**config.mk**
```make
export PLATFORM = sky130hd
export DESIGN_NAME = wishbone_timer_slave
export DESIGN_NICKNAME = d
export VERILOG_FILES = /design/src/rtl/wishbone_timer_slave.sv
export SDC_FILE = /design/constraint.sdc
export NUM_CORES = 1
export LEC_CHECK = 0
export ABC_AREA = 1
export CORE_UTILIZATION = 51
export DETAILED_ROUTE_END_ITERATION = 16
export PLACE_DENSITY = 0.78
export SLEW_MARGIN = 20
export SYNTH_ARGS = -nofsm -noshare
export SYNTH_HDL_FRONTEND = slang
export SYNTH_SLANG_ARGS = --single-unit
export TNS_END_PERCENT = 20
```
**constraint.sdc**
```tcl
create_clock -name i_CLK -period 5.08 [get_ports i_CLK]
set_input_delay 1.27 -clock i_CLK [delete_from_list [all_inputs] [get_ports i_CLK]]
set_output_delay 1.27 -clock i_CLK [all_outputs]
set_load 0.01 [all_outputs]
```
**src/rtl/wishbone_timer_slave.sv**
```systemverilog
`default_nettype none
// ============================================================================
//  Module   : wishbone_timer_slave
//  Purpose  : Memory-mapped 32-bit timer on a Wishbone slave port. It has a
//             prescaled up-counter with compare match, auto-reload and
//             one-shot modes, write-1-to-clear status flags and a registered
//             level interrupt.
//  Ports    : i_CLK/i_RST    clock, asynchronous active-high reset
//             i_ADDR/i_DATA  byte address (word offset i_ADDR[4:2]), wdata
//             o_DATA         read data, valid while o_ACK=1
//             i_WE/i_SEL     write enable, byte enables
//             i_STB/i_CYC    strobe / bus cycle valid
//             o_ACK          single-cycle acknowledge
//             i_TAGN/o_TAGN  request tag, returned with o_ACK
//             o_IRQ          CTRL.IE & STATUS.MATCH, registered
//             o_PWM          PWM output (only with TIMER_PWM_EN)
//  Options  : TIMER_PWM_EN   adds o_PWM and the DUTY register at 0x14
//  Revision : 1.0  initial release
// ============================================================================
module wishbone_timer_slave #(
    parameter int DATA_WIDTH  = 32,
    parameter int ADDR_WIDTH  = 32,
    parameter int PRESC_WIDTH = 16
) (
    input  logic                  i_CLK,
    input  logic                  i_RST,
    input  logic [ADDR_WIDTH-1:0] i_ADDR,
    input  logic [DATA_WIDTH-1:0] i_DATA,
    output logic [DATA_WIDTH-1:0] o_DATA,
    input  logic                  i_WE,
    input  logic [3:0]            i_SEL,
    input  logic                  i_STB,
    output logic                  o_ACK,
    input  logic                  i_CYC,
    input  logic                  i_TAGN,
    output logic                  o_TAGN,
`ifdef TIMER_PWM_EN
    output logic                  o_PWM,
`endif
    output logic                  o_IRQ
);

    localparam logic [2:0] c_OFF_CTRL    = 3'd0;
    localparam logic [2:0] c_OFF_PRESC   = 3'd1;
    localparam logic [2:0] c_OFF_COUNT   = 3'd2;
    localparam logic [2:0] c_OFF_COMPARE = 3'd3;
    localparam logic [2:0] c_OFF_STATUS  = 3'd4;
`ifdef TIMER_PWM_EN
    localparam logic [2:0] c_OFF_DUTY    = 3'd5;
`endif

    // Replace the byte lanes selected by sel with the new value.
    function automatic logic [31:0] f_merge(input logic [31:0] old_v,
                                            input logic [31:0] new_v,
                                            input logic [3:0]  sel);
        logic [31:0] res;
        for (int b = 0; b < 4; b++) begin
            res[8*b +: 8] = sel[b] ? new_v[8*b +: 8] : old_v[8*b +: 8];
        end
        return res;
    endfunction

    logic [3:0]             r_ctrl;      // {ONESHOT, RELOAD, IE, EN}
    logic [PRESC_WIDTH-1:0] r_presc;
    logic [PRESC_WIDTH-1:0] r_presc_cnt;
    logic [31:0]            r_count;
    logic [31:0]            r_compare;
    logic                   r_match;
    logic                   r_ovf;
`ifdef TIMER_PWM_EN
    logic [31:0]            r_duty;
`endif

    logic        w_en;
    logic        w_ie;
    logic        w_reload;
    logic        w_oneshot;
    logic        w_accept;
    logic        w_wr;
    logic [2:0]  w_off;
    logic        w_wr_ctrl;
    logic        w_wr_presc;
    logic        w_wr_count;
    logic        w_wr_compare;
    logic        w_wr_status;
    logic        w_tick;
    logic        w_match;
    logic        w_wrap;
    logic        w_clr_match;
    logic        w_clr_ovf;
    logic [31:0] w_ctrl_merged;
    logic [31:0] w_presc_merged;
    logic [31:0] w_count_merged;
    logic [31:0] w_compare_merged;
    logic [31:0] w_rdata;
    logic        w_unused;

    assign w_en      = r_ctrl[0];
    assign w_ie      = r_ctrl[1];
    assign w_reload  = r_ctrl[2];
    assign w_oneshot = r_ctrl[3];

    // A held strobe is accepted only while no acknowledge is outstanding,
    // so back-to-back requests are taken every second cycle.
    assign w_accept     = i_CYC & i_STB & ~o_ACK;
    assign w_wr         = w_accept & i_WE;
    assign w_off        = i_ADDR[4:2];
    assign w_wr_ctrl    = w_wr & (w_off == c_OFF_CTRL);
    assign w_wr_presc   = w_wr & (w_off == c_OFF_PRESC);
    assign w_wr_count   = w_wr & (w_off == c_OFF_COUNT);
    assign w_wr_compare = w_wr & (w_off == c_OFF_COMPARE);
    assign w_wr_status  = w_wr & (w_off == c_OFF_STATUS);

    assign w_tick  = w_en & (r_presc_cnt == r_presc);
    assign w_match = w_tick & (r_count == r_compare);
    // Overflow only when the counter actually increments past all-ones;
    // a reload to zero is not an overflow.
    assign w_wrap  = w_tick & ~(w_match & w_reload) & (r_count == 32'hFFFF_FFFF);

    assign w_clr_match = w_wr_status & i_SEL[0] & i_DATA[0];
    assign w_clr_ovf   = w_wr_status & i_SEL[0] & i_DATA[1];

    assign w_ctrl_merged    = f_merge({28'd0, r_ctrl}, i_DATA, i_SEL);
    assign w_presc_merged   = f_merge(32'(r_presc), i_DATA, i_SEL);
    assign w_count_merged   = f_merge(r_count, i_DATA, i_SEL);
    assign w_compare_merged = f_merge(r_compare, i_DATA, i_SEL);

    // Register bits that are never stored.
    assign w_unused = ^{i_ADDR[ADDR_WIDTH-1:5], i_ADDR[1:0],
                        w_ctrl_merged[31:4], w_presc_merged[31:PRESC_WIDTH]};

    always_comb begin
        w_rdata = '0;
        case (w_off)
            c_OFF_CTRL:    w_rdata = {28'd0, r_ctrl};
            c_OFF_PRESC:   w_rdata = 32'(r_presc);
            c_OFF_COUNT:   w_rdata = r_count;
            c_OFF_COMPARE: w_rdata = r_compare;
            c_OFF_STATUS:  w_rdata = {30'd0, r_ovf, r_match};
`ifdef TIMER_PWM_EN
            c_OFF_DUTY:    w_rdata = r_duty;
`endif
            default:       w_rdata = '0;
        endcase
    end

    always_ff @(posedge i_CLK or posedge i_RST) begin
        if (i_RST) begin
            o_ACK       <= 1'b0;
            o_DATA      <= '0;
            o_TAGN      <= 1'b0;
            o_IRQ       <= 1'b0;
            r_ctrl      <= '0;
            r_presc     <= '0;
            r_presc_cnt <= '0;
            r_count     <= '0;
            r_compare   <= 32'hFFFF_FFFF;
            r_match     <= 1'b0;
            r_ovf       <= 1'b0;
`ifdef TIMER_PWM_EN
            r_duty      <= '0;
            o_PWM       <= 1'b0;
`endif
        end else begin
            // Bus response
            o_ACK  <= w_accept;
            o_DATA <= w_accept ? w_rdata : '0;
            if (w_accept) begin
                o_TAGN <= i_TAGN;
            end

            // Control; a one-shot match disabling the timer overrides a
            // same-cycle software write of EN=1.
            if (w_wr_ctrl) begin
                r_ctrl <= w_ctrl_merged[3:0];
            end
            if (w_match & w_oneshot) begin
                r_ctrl[0] <= 1'b0;
            end

            if (w_wr_presc) begin
                r_presc <= w_presc_merged[PRESC_WIDTH-1:0];
            end

            // Prescaler restarts on any reconfiguration of CTRL or PRESC.
            if (w_wr_ctrl | w_wr_presc) begin
                r_presc_cnt <= '0;
            end else if (w_tick) begin
                r_presc_cnt <= '0;
            end else if (w_en) begin
                r_presc_cnt <= r_presc_cnt + PRESC_WIDTH'(1);
            end

            // Software writes to COUNT take priority over the tick update.
            if (w_wr_count) begin
                r_count <= w_count_merged;
            end else if (w_tick) begin
                r_count <= (w_match & w_reload) ? 32'd0 : r_count + 32'd1;
            end

            if (w_wr_compare) begin
                r_compare <= w_compare_merged;
            end

            // Hardware set wins over a same-cycle write-1-to-clear.
            r_match <= (r_match & ~w_clr_match) | w_match;
            r_ovf   <= (r_ovf & ~w_clr_ovf) | w_wrap;

            o_IRQ <= w_ie & r_match;

`ifdef TIMER_PWM_EN
            if (w_wr & (w_off == c_OFF_DUTY)) begin
                r_duty <= f_merge(r_duty, i_DATA, i_SEL);
            end
            o_PWM <= w_en & (r_count < r_duty);
`endif
        end
    end

endmodule
`default_nettype wire
```
Yosys cells after proc, flatten, opt, wreduce, memory -nomap -nowiden

Index checks and enable logic that the tools add are counted.

$add $sub $neg: 2
$mul: 0
Divide/modulo/power cells: 0
Order comparisons: 0
Eq/ne operators: 11
Shifts and indexed selects: 0
Mux-type cells: 15
Bitwise gates (word level): 27
Reduce and logical (&&, ||, !) cells: 17

Operators by type and width:

| kind                                                            | count |
|---|---|
| 32-bit one-hot mux with 5 select lines                          | 1 |
| 32-bit 2-to-1 mux                                               | 4 |
| 16-bit 2-to-1 mux                                               | 3 |
| 32-bit by 1-bit adder with 32-bit output, second input constant | 1 |
| 32-bit == test                                                  | 1 |
| 32-bit == test, second input constant                           | 1 |
| 8-bit 2-to-1 mux                                                | 4 |
| 2-bit AND reduction                                             | 12 |
| 1-bit bitwise AND                                               | 20 |
| 16-bit by 1-bit adder with 16-bit output, second input constant | 1 |
| 16-bit == test                                                  | 1 |
| 2-bit != test, second input constant                            | 4 |
| 3-bit by 2-bit == test with 1-bit output, second input constant | 2 |
| 2-bit nonzero test                                              | 3 |
| 1-bit NOT                                                       | 4 |
| 3-bit by 1-bit == test with 1-bit output, second input constant | 1 |
| 3-bit == test, second input constant                            | 1 |
| 3-bit zero test                                                 | 1 |
| 1-bit 2-to-1 mux                                                | 3 |
| 1-bit OR                                                        | 3 |
| 3-bit nonzero test                                              | 1 |

Register bits after elaboration: 137
Latch bits: 0
Bits in writable memories: 0
Memory bits (read-only): 0
Output and inout port bits: 35
Memories: 0

Longest topological paths before layout

Depth in word-level cells: 9
Mapped depth: 14
Gate-level depth less buffers: 14

Worst setup path after synthesis

Ideal clock, no wire load.

Path kind: input to register
From: input i_CYC
To: register r_presc_cnt[8]
Library setup time: 0.122 ns
Data arrival time: 2.291 ns
Required time: 4.958 ns
Slack: 2.667 ns
Stages: 9
Path buffers: 1
Cells stage by stage: nand3b_4 > nor2_2 > nand3_1 > nand2_1 > buf_2 > inv_1 > nor3_1 > xor2_1 > nor2_1

Longest elaborated chain between the ends: 6
Elaborated cells between the ends (all ways): 8
Classes of those cells: mux: 1; bitwise: 6; reduce/logical: 1

RTL lines:

| item                                                                            | line     | text |
|---|---|---|
| start, declared                                                                 | 34       | `input logic i_CYC,` |
| 1-bit bitwise AND * (2 in series)                                               | 105      | `assign w_accept = i_CYC & i_STB & ~o_ACK;` |
| 1-bit bitwise AND *                                                             | 106      | `assign w_wr = w_accept & i_WE;` |
| 1-bit bitwise AND, on equally long branches                                     | 108, 109 |  |
| 1-bit OR *                                                                      | 186      | `if (w_wr_ctrl \| w_wr_presc) begin` |
| 3-bit nonzero test (no source line) / 16-bit 2-to-1 mux (equally long branches) | -        |  |
| end signal, assigned                                                            | 191      | `r_presc_cnt <= r_presc_cnt + PRESC_WIDTH'(1);` |
| end, declared                                                                   | 65       | `logic [PRESC_WIDTH-1:0] r_presc_cnt;` |

Mark *: on every way between the ends. The rest lies on a longest branch, timed or not.
A chain may end at the register's enable or synchronous reset.

Final worst setup path

From: input i_ADDR[3]
To: register r_count[29]

Longest elaborated chain between the ends: 4
Elaborated cells between the ends (all ways): 6
Classes of those cells: eq/ne: 2; mux: 1; bitwise: 1; reduce/logical: 2

RTL lines:

| item                                                                        | line | text |
|---|---|---|
| start, declared                                                             | 27   | `input logic [ADDR_WIDTH-1:0] i_ADDR,` |
| 3-bit by 2-bit == test with 1-bit output *                                  | 110  | `assign w_wr_count = w_wr & (w_off == c_OFF_COUNT);` |
| 1-bit bitwise AND *                                                         | 110  |  |
| 2-bit != test (no source line) / 2-bit nonzero test (equally long branches) | -    |  |
| 2-bit AND reduction (no source line)                                        | -    |  |
| end signal, assigned                                                        | 196  | `r_count <= w_count_merged;` |
| end signal, assigned                                                        | 198  | `r_count <= (w_match & w_reload) ? 32'd0 : r_count + 32'd1;` |
| end, declared                                                               | 66   | `logic [31:0] r_count;` |

Marked as above.

==> flow_summary.toml <==
[grt]
grt_pass1_wl_um = 35740
antenna_found_initial = 0
track_usage_pct = 28.16
grt_max_degree = 110
grt-ovfl-total = 0
grt_pass1_vias = 7100

[min_path]
holdCritPathClass = "register to register"
min_from = "r_presc_cnt[15]"
holdPathEnd = "r_presc_cnt[15]"
hold_depth = 1

[power_and_ir_drop]
leakage_nw = 4.658
pwr-share-seq_pct = 40.3
combPwrFrac_pct = 27.8
ir_worst_vdd_uv = 269.1
clkPwrFrac_pct = 31.9
switching_share_pct = 35.72
p_int_mw = 2.557
power_density_nw_per_um2 = 407.9
switchingPower_mw = 1.421

[cts]
cts_tree = "yes"
numCtsBuffers = 17
htreeDepth = 4
postCtsSetupBuffers = 0
cts_buffer_depth = 2
clock_latency_ps = 430
clock-sinks = 137
clockRootBuffer = "clkbuf_16"
postCtsResizedCells = 0
holdBufCountCts = 0
clkTransAtPathRegs_ps = 60

[logic_synthesis]
netlist_top_cells_area = "dfrtp_1 32%, nand2_1 13%, dfstp_2 10%"
synth-seq-area-share_pct = 42.29
synth_fp_nets = 1205
synth_area_leader_cell = "dfrtp_1"
synthCells = 1129
synth-seq-cells = 137
synth_edf_count = 0
synth_ff_type = "dfrtp_1"
synth_top_cells_by_count = "293 x nand2_1, 154 x nor2_1, 147 x inv_1"
syn_area_um2 = 8202
synthArstFlopShare_pct = 100.0
synth.most_common_cell = "nand2_1"
yosysUniqueCellTypes = 47
avgSynthCellArea_um2 = 7.264
ys_warn_count = 0
netlist.area_leader.share_pct = 32.04

[worst_setup_path]
path_cells = "clkdlybuf4s50_1 > inv_1 > nor3_2 > buf_4 > inv_2 > nor2_4 > buf_4 > inv_2 > buf_4 > nand2_4 > nand2_2 > nor2_1 > a21oi_1"
r2r-start = "o_ACK"
endpoint_kind = "register"
path_max_fanout = 41
cp.required_ps = 5380
critPathSlowestCell = "clkdlybuf4s50_1"
r2r_setup_slack_ps = 2210
worstReg2RegEnd = "r_count[29]"
cp-start-kind = "primary input"
critPathKind = "primary input to register"
cpPeakStageDelay_ps = 520
r2r_cells = 11
crit_path_frequent_cell = "buf_4"
arrival_ps = 4100

[finish]
finish.utilization_pct = 63.22
syn_to_final_growth_pct = 18.92
multiInputGateArea_um2 = 3926
final-seq-area_um2 = 3468
stdcell_count = 1424
n_fill_cell = 1391
nets = 1276
antenna_cells = 0
drive_above_1_share_pct = 10.22

[place]
gp_congestion = 0.9410
numPortBuffers = 79
pre_cts_ws_ps = 977.5
numPlacedInstances = 1391
dp_hpwl_um = 15870

[route]
drc_errors = 0
drt_iter0_drc = 980
routed_wl_um = 22260
via_count = 7801
drt_pre_antenna_iters = 6
ant_nets = 0
drt-wirelength-per-cell_um = 15.63
routed_via_density = 5.478

[sta]
tightest_slew_ps = 603.0
setup_ws_ps = 1277
tns_ps = 0
period_minus_slack_ps = 3803
period_share_pct = 74.86
final_max_slew_viol_count = 0
fmax_mhz = 262.9
rsz0062_at_grt = "false"
hold_violations = 0
slew_headroom_pct = 59.65
setup_viol = 0
skew_ps = 8.084

[floorplan]
fp.dieH_um = 128.8
rows = 45
die_w_um = 128.8
die_area_um2 = 16590
initial_utilization_pct = 53.16
ios = 109
placeableCoreArea_um2 = 15430

[run_status]
status = "complete, no violations"

[run]
maxCapViolCount = 0
[layout by cell type, fill, tap and decap left out, types with 2 or more instances in the layout]
cell type,synthesis,final
clkbuf_1,14,4
a221oi_1,5,5
nand4_1,20,20
o21ai_1,2,2
a21boi_0,3,3
clkbuf_16,0,17
clkbuf_8,0,3
o21ai_0,76,76
nor2_1,154,154
nor2_2,8,8
a21oi_1,55,55
nor2_4,2,2
nand4_2,2,2
nand2_2,8,8
clkdlybuf4s50_1,0,79
a22oi_1,17,17
nand3b_1,17,17
dfstp_2,32,32
xor2_1,30,30
nand3_4,2,2
nor3_1,21,21
xnor2_1,2,2
buf_4,3,8
nand2_1,293,293
nor4_1,3,3
dfrtp_1,105,105
a22oi_2,7,7
nand3_1,36,36
inv_1,147,146
bufinv_16,0,3
o22ai_1,9,9
nor3_2,2,2
ha_1,2,2
o221ai_1,5,5
clkinv_2,0,4
inv_2,15,15
[area by class of cell]
cell class                      count  area share [%]
Multi-Input combinational cell    793           40.26
Tap cell                          211           2.707
Clock buffer                       24           4.939
Sequential cell                   137           35.56
Clock inverter                      8           1.206
Inverter                          163           6.325
Timing Repair Buffer               88           9.006
[registers in the layout (all words and copies together), names as in the netlist, 4 cells and up]
name / count
o_DATA: 32
r_ctrl: 4
r_presc_cnt: 16
r_presc: 16
r_count: 32
r_compare: 32
[per-stage QoR]
stage	power, mW	area [um2]	hold WS [ps]
2_1_floorplan	2.385	8202	432.7
3_3_place_gp	2.643	9126	448.3
3_5_place_dp	2.678	9126	451.3
4_1_cts	3.957	9726	458.8
5_1_grt	4.196	9753	485.6
6_report	3.978	9753	454.7
[worst max-delay path by stage]
| stage | from | to | slack [ps] | depth (start not counted) |
|---|---|---|---|---|
| 2_1_floorplan | i_RST | o_ACK | 200 | 1 |
| 3_5_place_dp | i_CYC | r_count[24] | 980 | 12 |
| 4_1_cts | i_CYC | r_count[29] | 1340 | 12 |
| 5_1_grt | i_CYC | r_count[29] | 1130 | 12 |
| 3_3_place_gp | i_ADDR[3] | r_count[24] | 1030 | 13 |
| 6_report | i_ADDR[3] | r_count[29] | 1280 | 13 |
[cells by family after synthesis]
family                   Yosys count  share of synthesized area, %
XOR/XNOR                          33                         3.616
flip-flops                       137                         42.29
buffers and inverters            199                         9.840
adder cells (fa/ha/maj)            2                        0.3051
AND/OR/NAND/NOR                  576                         30.86
AO/OA/AOI/OAI                    182                         13.09
[metal layers]
metal,share of wire [%],track usage [%]
met1,45,40.94
met2,45,43.40
met3,8.3,4.200
met4,2.0,8.581
met5,0,0
[power groups by stage]
stage	clock [mW]	sequential, mW	combinational, mW
floorplan	0	1.48	0.906
global placement	0	1.60	1.04
detailed placement	0	1.61	1.07
CTS	1.28	1.59	1.09
global route	1.32	1.63	1.25
finish	1.27	1.60	1.11
[critical path, delay by kind of cell]
family,cells,cell delay [ps]
simple gates,5,950
compound gates,1,80
buf+inv,7,1780
No activity file was read; power rests on OpenSTA's default activity.
